==> src/rtl/tlm_stream_pkg.sv <==
// Shared types and defaults for the byte-streamer transactor stage.
package tlm_stream_pkg;

  typedef logic [7:0] byte_t;

  typedef enum logic [1:0] {
    IDLE,
    FILL,
    DISCARD,
    DRAIN
  } streamer_state_e;

  localparam int DEFAULT_DEPTH = 256;

endpackage

==> src/rtl/tlm_byte_streamer_if.sv <==
// Load-side and stream-side valid/ready bundle of the byte streamer.
interface tlm_byte_streamer_if
  import tlm_stream_pkg::*;
  ();

  logic  load_valid;
  logic  load_ready;
  byte_t load_data;
  logic  load_last;

  logic  out_valid;
  logic  out_ready;
  byte_t out_data;
  logic  out_last;

  // master is the host/bench side; slave is the streamer itself
  modport master (
    output load_valid, load_data, load_last, out_ready,
    input  load_ready, out_valid, out_data, out_last
  );

  modport slave (
    input  load_valid, load_data, load_last, out_ready,
    output load_ready, out_valid, out_data, out_last
  );

endinterface

==> src/rtl/tlm_pkt_buf.sv <==
// Packet storage: DEPTH x 8 register array, one sync write port, one async read port.
module tlm_pkt_buf
  import tlm_stream_pkg::*;
#(
  parameter int DEPTH = DEFAULT_DEPTH,
  parameter int AW    = $clog2(DEPTH)
) (
  input  logic          clk,
  input  logic          we,
  input  logic [AW-1:0] waddr,
  input  byte_t         wdata,
  input  logic [AW-1:0] raddr,
  output byte_t         rdata
);

  byte_t mem [DEPTH];

  // NOTE: the array has no reset; every byte is written before it is read,
  // so clearing it would only cost a reset fan-out to thousands of flops.
  always_ff @(posedge clk) begin
    if (we) mem[waddr] <= wdata;
  end

  assign rdata = mem[raddr];

endmodule

==> src/rtl/tlm_byte_streamer.sv <==
// Buffers a whole loaded packet, then replays it as a valid/ready byte stream.
module tlm_byte_streamer
  import tlm_stream_pkg::*;
#(
  parameter int DEPTH = DEFAULT_DEPTH,
  parameter int LEN_W = $clog2(DEPTH + 1)
) (
  input  logic                clk,
  input  logic                rst_n,
  tlm_byte_streamer_if.slave  io,
  output logic [LEN_W-1:0]    pkt_len,
  output logic                pkt_done,
  output logic                err_overflow,
  output logic                busy
);

  localparam int AW = $clog2(DEPTH);

  streamer_state_e  state_q, state_nx;
  logic [LEN_W-1:0] wr_cnt_q, wr_cnt_nx;
  logic [LEN_W-1:0] rd_ptr_q, rd_ptr_nx;
  logic [LEN_W-1:0] pkt_len_q, pkt_len_nx;
  logic             load_ready_q, out_valid_q, out_last_q;
  logic             pkt_done_q, err_overflow_q, busy_q;
  logic             ovf_set;
  logic             we;
  logic [AW-1:0]    waddr;
  byte_t            rdata;
  logic             load_hs, out_hs;

  assign load_hs = io.load_valid && load_ready_q;
  assign out_hs  = out_valid_q && io.out_ready;

  tlm_pkt_buf #(.DEPTH(DEPTH), .AW(AW)) u_buf (
    .clk   (clk),
    .we    (we),
    .waddr (waddr),
    .wdata (io.load_data),
    .raddr (rd_ptr_q[AW-1:0]),
    .rdata (rdata)
  );

  // NOTE: every variable gets a default before the case so no path leaves one
  // unassigned; otherwise synthesis would infer a latch to hold it.
  always_comb begin
    state_nx   = state_q;
    wr_cnt_nx  = wr_cnt_q;
    rd_ptr_nx  = rd_ptr_q;
    pkt_len_nx = pkt_len_q;
    ovf_set    = 1'b0;
    we         = 1'b0;
    waddr      = wr_cnt_q[AW-1:0];
    case (state_q)
      IDLE: if (load_hs) begin
        we        = 1'b1;
        waddr     = '0;
        wr_cnt_nx = LEN_W'(1);
        if (io.load_last) begin
          state_nx   = DRAIN;
          pkt_len_nx = LEN_W'(1);
        end else begin
          state_nx = FILL;
        end
      end
      FILL: if (load_hs) begin
        we        = 1'b1;
        wr_cnt_nx = wr_cnt_q + LEN_W'(1);
        if (io.load_last) begin
          state_nx   = DRAIN;
          pkt_len_nx = wr_cnt_q + LEN_W'(1);
        end else if (wr_cnt_q == LEN_W'(DEPTH - 1)) begin
          // Buffer is full but the packet keeps coming: keep the first DEPTH bytes.
          state_nx   = DISCARD;
          pkt_len_nx = LEN_W'(DEPTH);
          ovf_set    = 1'b1;
        end
      end
      DISCARD: if (load_hs && io.load_last) state_nx = DRAIN;
      DRAIN: if (out_hs) begin
        if (out_last_q) begin
          state_nx  = IDLE;
          rd_ptr_nx = '0;
          wr_cnt_nx = '0;
        end else begin
          rd_ptr_nx = rd_ptr_q + LEN_W'(1);
        end
      end
    endcase
  end

  // NOTE: state is updated with non-blocking assignments so every register
  // samples the pre-edge values, independent of statement order.
  always_ff @(posedge clk) begin
    if (!rst_n) begin
      state_q        <= IDLE;
      wr_cnt_q       <= '0;
      rd_ptr_q       <= '0;
      pkt_len_q      <= '0;
      load_ready_q   <= 1'b0;
      out_valid_q    <= 1'b0;
      out_last_q     <= 1'b0;
      pkt_done_q     <= 1'b0;
      err_overflow_q <= 1'b0;
      busy_q         <= 1'b0;
    end else begin
      state_q        <= state_nx;
      wr_cnt_q       <= wr_cnt_nx;
      rd_ptr_q       <= rd_ptr_nx;
      pkt_len_q      <= pkt_len_nx;
      // Outputs are registered from the next state so they line up with state_q.
      load_ready_q   <= (state_nx != DRAIN);
      out_valid_q    <= (state_nx == DRAIN);
      out_last_q     <= (state_nx == DRAIN) && (rd_ptr_nx == pkt_len_nx - LEN_W'(1));
      busy_q         <= (state_nx == FILL) || (state_nx == DRAIN);
      pkt_done_q     <= (state_q == DRAIN) && out_hs && out_last_q;
      err_overflow_q <= err_overflow_q | ovf_set;
    end
  end

  assign io.load_ready = load_ready_q;
  assign io.out_valid  = out_valid_q;
  assign io.out_last   = out_last_q;
  // Gate the read so stale buffer contents never show outside DRAIN.
  assign io.out_data   = out_valid_q ? rdata : '0;
  assign pkt_len       = pkt_len_q;
  assign pkt_done      = pkt_done_q;
  assign err_overflow  = err_overflow_q;
  assign busy          = busy_q;

endmodule
==> src/flat_wrapper.sv <==
// flat-port wrapper written by rule: the top's interface ports become plain ports
module tlm_byte_streamer_flat import tlm_stream_pkg::*;
#(
  parameter int DEPTH = DEFAULT_DEPTH,
  parameter int LEN_W = $clog2(DEPTH + 1)
)
  (clk, rst_n, pkt_len, pkt_done, err_overflow, busy, io_load_valid, io_load_data, io_load_last, io_out_ready, io_load_ready, io_out_valid, io_out_data, io_out_last);
  tlm_byte_streamer_if io_i ();
  input  logic clk;
  input  logic rst_n;
  output logic [LEN_W-1:0] pkt_len;
  output logic pkt_done;
  output logic err_overflow;
  output logic busy;
  input wire logic [$bits(io_i.load_valid)-1:0] io_load_valid;
  input wire logic [$bits(io_i.load_data)-1:0] io_load_data;
  input wire logic [$bits(io_i.load_last)-1:0] io_load_last;
  input wire logic [$bits(io_i.out_ready)-1:0] io_out_ready;
  output wire logic [$bits(io_i.load_ready)-1:0] io_load_ready;
  output wire logic [$bits(io_i.out_valid)-1:0] io_out_valid;
  output wire logic [$bits(io_i.out_data)-1:0] io_out_data;
  output wire logic [$bits(io_i.out_last)-1:0] io_out_last;
  assign io_i.load_valid = io_load_valid;
  assign io_i.load_data = io_load_data;
  assign io_i.load_last = io_load_last;
  assign io_i.out_ready = io_out_ready;
  assign io_load_ready = io_i.load_ready;
  assign io_out_valid = io_i.out_valid;
  assign io_out_data = io_i.out_data;
  assign io_out_last = io_i.out_last;
  tlm_byte_streamer #(.DEPTH(DEPTH), .LEN_W(LEN_W)) u_core (.clk(clk), .rst_n(rst_n), .io(io_i), .pkt_len(pkt_len), .pkt_done(pkt_done), .err_overflow(err_overflow), .busy(busy));
endmodule
==> config.mk <==
export PLATFORM = sky130hd
export DESIGN_NAME = tlm_byte_streamer_flat
export DESIGN_NICKNAME = d
export VERILOG_FILES = /design/src/rtl/tlm_stream_pkg.sv /design/src/rtl/tlm_byte_streamer_if.sv /design/src/rtl/tlm_pkt_buf.sv /design/src/rtl/tlm_byte_streamer.sv /design/src/flat_wrapper.sv
export SDC_FILE = /design/constraint.sdc
export NUM_CORES = 2
export LEC_CHECK = 0
export ABC_CLOCK_PERIOD_IN_PS = 8900
export CORE_ASPECT_RATIO = 1.5
export CORE_UTILIZATION = 45
export CTS_CLUSTER_DIAMETER = 100
export DETAILED_ROUTE_END_ITERATION = 10
export HOLD_SLACK_MARGIN = 0.02
export PLACE_DENSITY_LB_ADDON = 0.1
export SLEW_MARGIN = 25
export SYNTH_ARGS = -nofsm -noshare
export SYNTH_HDL_FRONTEND = slang
export SYNTH_SLANG_ARGS = --single-unit
==> constraint.sdc <==
create_clock -name clk -period 8.9 [get_ports clk]
set_clock_uncertainty 0.15 [all_clocks]
set_input_delay 1.78 -clock clk [delete_from_list [all_inputs] [get_ports clk]]
set_output_delay 1.78 -clock clk [all_outputs]
set_load 0.005 [all_outputs]
======== After elaboration in Yosys (flattened, before gate mapping) ========
Memories as Yosys holds them, arrays and structs flattened. A register that Yosys moved wholly into a read port is not among the register bits.
Cells that the tools add are included.
operators by class
  add/sub/neg operators ................... 3
  multiply operators ...................... 0
  div/mod/pow operators ................... 0
  $lt $le $gt $ge ......................... 0
  equality and inequality tests ........... 12
  shift operators ......................... 0
  mux-type cells .......................... 35
  bitwise gates (word level) .............. 1
  reduce and logical (&&, ||, !) cells .... 11
operator list
  kind                                               count
  two-way mux 9 bit                                  12
  two-way mux 8 bit                                  4
  one-hot mux 9 bit (3 select lines)                 1
  adder 9 x 1 -> 9 bit (second input constant)       2
  one-hot mux 9 bit (2 select lines)                 1
  two-way mux 2 bit                                  8
  == test 9 x 8 -> 1 bit (second input constant)     1
  == test 9 bit                                      1
  subtractor 9 x 1 -> 9 bit (second input constant)  1
  two-way mux 1 bit                                  8
  != test 2 x 1 -> 1 bit (second input constant)     4
  one-hot mux 2 bit (4 select lines)                 1
  == test 2 bit (second input constant)              3
  logical AND 1 bit                                  6
  AND reduction 5 bit                                1
  == test 2 x 1 -> 1 bit (second input constant)     2
  nonzero test 3 bit                                 1
  logical NOT 2 bit                                  1
  != test 2 bit (second input constant)              1
  OR reduction 2 bit                                 1
  logical OR 1 bit                                   1
  OR 1 bit                                           1
word-level totals
  flip-flop bits (word level) ............. 35
  bits in latches ......................... 0
  RAM bits ................................ 2048
  bits in read-only memories .............. 0
  input port bits ......................... 13
  word-level logic and storage cells ...... 73
  memories ................................ 1
memory list
  name              words  width  rd ports  clocked after Yosys merged registers in  write ports  line               text
  u_core.u_buf.mem  256    8      1         1                                        1            tlm_pkt_buf.sv:16  byte_t mem [DEPTH];

======== Depth between registers and ports, before layout ========
  depth after elaboration ................. 8
  mapped depth ............................ 16
  gate-level depth less buffers ........... 16

======== By module ========
A second synthesis with hierarchy kept.
second synthesis, totals
  cells, all modules ...................... 3977
  area total of the unflattened synthesis .. 81503.2 um^2
by module, submodules not included
  module             instances  cells an instance  area an instance (um^2)  seq. area each (um^2)
  tlm_pkt_buf        1          3725               79396.1                  61499.0
  tlm_byte_streamer  1          252                2107.0                   680.7

======== Worst setup path after synthesis ========
OpenSTA, ideal clock, no wires.
  kind .................................... reg2out
  start ................................... reg, netlist name u_core.rd_ptr_q[0]
  end ..................................... out io_out_data[1]
  arrival time ............................ 2.448 ns
  required time ........................... 6.970 ns
  path slack .............................. 4.522 ns
  cell stages (with the launch flop) ...... 13
  cells stage by stage .................... dfxtp_1 buf_6 buf_12 buf_6 buf_6 buf_2 mux4_2 a22oi_1 nand2_1 a21oi_1 nand2_1 a31oi_1 o21ai_1
RTL lines
  item              line                text
  end: declaration  flat_wrapper.sv:21  output wire logic [$bits(io_i.out_data)-1:0] io_out_data;

==> results.txt <==
The fraction of synthesis flops using an asynchronous set or reset pin is 0%. The area of combinational cells with multiple inputs came out at ~18000 um^2. The number of remaining DRC errors is 0. The measured slew at the worst slew-check pin is roughly 1100 ps. From bottom edge to top edge, the die measures roughly 520 um. The worst hold path belongs to the class reg -> reg.

The layout-stage area growth over the synthesis result came out at 11.7%. TritonCTS built the clock tree. The critical path in this run is classified as reg -> out. Counting distinct cell types in the post-synthesis netlist gives just under 70. The die covers between 150000 and 200000 um^2. The via count of the first global-routing pass came out at between 30000 and 40000.

The number of antenna violations at the first check in global routing is 4. The total number of yosys warnings came out at 0. By instance count, the leading cell after synthesis is sky130_fd_sc_hd__edfxtp_1. The remaining antenna violation count after routing came out at 0. The detailed placement HPWL came out at between 100000 and 150000 um. Counting along the longest clock path gives a buffer depth of 4.

The maximum frequency from static timing analysis came out at approximately 140 MHz. The total number of placement rows is 191. The fraction of synthesized cell area taken by the top area cell type is 75.3%. The number of enable flip-flop cells after synthesis is 2048. Using the TritonRoute via totals, the vias-per-cell ratio works out to slightly below 6. After clock tree synthesis, the flow added hold-fix buffers numbering 0.

The count of maximum capacitance violations is 0. Summed over all instances, the cell type with the most area after synthesis is sky130_fd_sc_hd__edfxtp_1. Entering global routing, the biggest net connects roughly 160 pins. The number of fill cells in the layout is around 14000. The highest fanout seen on the critical path came out at 31.

The critical path starts at u_core.rd_ptr_q[0]$_SDFF_PN0_. In this run the power density over the cells is between 200 and 250 nW/um^2. The maximum level of the CTS H-tree came out at 4.

The number of nets handed over by synthesis was ~3800. In this run the critical register-to-register path is launched from u_core.state_q[0]$_SDFF_PN0_. The number of flip-flops and latches in the synthesized netlist came out at 2082. A synthesized cell averages 21.4 um^2. The overall routed net length is around 220000 um. The final setup violation count came out at 0. The count of TritonRoute iterations in the first routing pass came out at 7. For this run, the leading register cell type out of synthesis is sky130_fd_sc_hd__edfxtp_1. The post-route setup TNS is 0 ps. The via count of the routed design is 38600. The starting utilization of the core area came out at between 40% and 50%. STA classifies the critical path startpoint as a flip-flop.

The count of endpoints failing hold in the final timing report was 0. The number of gates resized after CTS is 0. The worst hold path begins at u_core.err_overflow$_SDFF_PN0_. The clock root buffer master is sky130_fd_sc_hd__clkbuf_16. During I/O placement, the number of pins put on the boundary was 36.

The die outline width is roughly 350 um. The endpoint class of the critical path is an output pin. The placer's final routability congestion estimate came out at approximately 0.86. The count of final max-slew check failures is 0. After clock tree synthesis, the clock-pin slew on the worst setup and hold paths is approximately 60 ps. The DRC marker count from the first detailed-route iteration is ~3800. The worst hold-check slack is ~320 ps. Setup repair after global routing left no endpoint under its margin. The shortest period the worst path allows is ~7300 ps. The worst vdd rail ir drop came out at between 0.1 and 0.15 mV. The cell leakage power came out at between 0.02 and 0.03 uW. By count the netlist is led by 2048 x sky130_fd_sc_hd__edfxtp_1, 552 x sky130_fd_sc_hd__mux4_2, 307 x sky130_fd_sc_hd__nor2_1. The total clock buffers created by CTS came out at around 200. The first global-routing pass estimated about 310000 um of wire.

Input and output buffers added on the ports amount to 35. The clock sink count is 2082. The flow ran to the end, and the final reports show no timing, DRC or antenna violations.

The area taken by flip-flops and latches came out at between 60000 and 70000 um^2. The average wire per standard cell came out at 33.6 um. The share of the cycle needed by the critical path after routing came out at around 83%. The clock latency on the worst-skew pair came out at between 800 and 900 ps. Cells with a size suffix above 1 make up about 24% of the layout. The share of the yosys chip area belonging to registers is 76.1%.

The final layout net count is roughly 3900. By area the synthesized netlist is led by sky130_fd_sc_hd__edfxtp_1 75%, sky130_fd_sc_hd__mux4_2 15%, sky130_fd_sc_hd__mux2i_1 1.5%. The worst slew margin relative to its limit came out at between 20% and 30%.

The post-CTS setup buffer count came out at 0. The required time of the worst setup path came out at ~7000 ps. The area of the mapped netlist is 81700 um^2. The arrival time of the worst setup path is around 5400 ps. The total congestion overflow after global routing is 0.

The number of standard cells after synthesis is 3812. Across every metal layer, demand over resource in global routing totals 24.0%. The core footprint came out at approximately 180000 um^2.
-- area by class of cell --
type | instances | share of cell area (%)
clock inverter | 117 | 1.25
antenna | 2 | 0.00548
tap | 2412 | 3.31
timing repair buffer | 129 | 1.42
inverter | 6 | 0.0247
sequential | 2082 | 68.2
clock buffer | 243 | 5.80
multi-input combinational | 1493 | 20.0
-- cells in the final DEF, fill, tap and decap left out, types with 31 or more instances in the layout --
cell type                   netlist  final
sky130_fd_sc_hd__a22oi_1         52     52
sky130_fd_sc_hd__clkinv_1         1     47
sky130_fd_sc_hd__a21oi_1         58     58
sky130_fd_sc_hd__mux2i_1        122    122
sky130_fd_sc_hd__nand2_1         87     87
sky130_fd_sc_hd__buf_4           26     76
sky130_fd_sc_hd__nor2_1         307    280
sky130_fd_sc_hd__clkinv_2         0     37
sky130_fd_sc_hd__nand3_1         42     31
sky130_fd_sc_hd__clkbuf_1       100     36
sky130_fd_sc_hd__clkbuf_16        0    205
sky130_fd_sc_hd__mux4_2         552    552
sky130_fd_sc_hd__edfxtp_1      2048   2048
-- registers in the layout (all words and copies together), names as in the netlist --
signal	flops
u_core.pkt_len	9
u_core.state_q	2
u_core.io.load_ready	1
u_core.wr_cnt_q	9
u_core.io.out_last	1
u_core.u_buf.mem	2048
u_core.rd_ptr_q	9
u_core.err_overflow	1
u_core.pkt_done	1
u_core.io.out_valid	1
-- cell families (layout without fill, tap and decap cells) --
group / after synthesis / in the layout / share of synthesized area, %
other: 0 / 2 / 0
adders and majority gates: 4 / 4 / 0.0613
muxes: 686 / 686 / 17.0
buffers and inverters: 237 / 495 / 1.71
xor gates and xnor gates: 17 / 17 / 0.182
and+or+nand+nor: 550 / 550 / 2.97
DFF: 2082 / 2082 / 76.1
AOI/OAI and AO/OA: 236 / 236 / 1.96
-- critical path, cell delays in order, from the launching register on --
cell	delay, ps
sky130_fd_sc_hd__dfxtp_4	860
sky130_fd_sc_hd__buf_4	560
sky130_fd_sc_hd__buf_4	460
sky130_fd_sc_hd__mux4_2	310
sky130_fd_sc_hd__mux2i_1	110
sky130_fd_sc_hd__o21ai_0	240
sky130_fd_sc_hd__a21oi_1	60
sky130_fd_sc_hd__a31oi_1	450
sky130_fd_sc_hd__o211ai_1	300
sky130_fd_sc_hd__o41ai_1	170
sky130_fd_sc_hd__buf_4	180
sky130_fd_sc_hd__o21a_1	280
sky130_fd_sc_hd__clkdlybuf4s50_1	560
-- metal layers --
metal	routed length (um)	global-route usage, %	up-vias
li1	-	-	16100
met1	84600	30.6	20900
met2	114000	42.0	1272
met3	11600	3.30	347
met4	7730	8.36	0
met5	0	0	-
-- through the flow --
step / worst slack (ps) / total power (uW) / instances / utilization (%) / cell area (um^2)
after floorplan: 4520 / 11100 / 3812 / - / 81700
after global placement: 2270 / 11300 / 6122 / 47.0 / 84700
after detailed placement: 2320 / 11400 / 6122 / 47.0 / 84800
after CTS: 1410 / 19800 / 6482 / 50.6 / 91200
after global routing: 1310 / 20200 / 6483 / 50.6 / 91300
final: 1550 / 19700 / 6484 / 50.6 / 91300
-- path summary, 6_finish.rpt --
| kind | endpoint | slack, ps | cells past startpoint |
|---|---|---|---|
| setup / recovery | io_out_data[5] | 1550 | 12 |
| hold / removal | u_core.err_overflow$_SDFF_PN0_ | 320 | 1 |
| setup reg to reg | u_core.u_buf.mem[139][0]$_DFFE_PP_ | 4670 | 4 |
| hold reg to reg | u_core.err_overflow$_SDFF_PN0_ | 320 | 1 |
-- report_power, final --
part,switching [uW],internal (uW),leakage (uW),total [uW]
combinational,283,78.2,0.00483,361
clock,3630,4880,0.00315,8520
sequential,13.1,10800,0.0187,10800
total,3930,15700,0.0267,19700
Power figures use the tool's default switching activity.
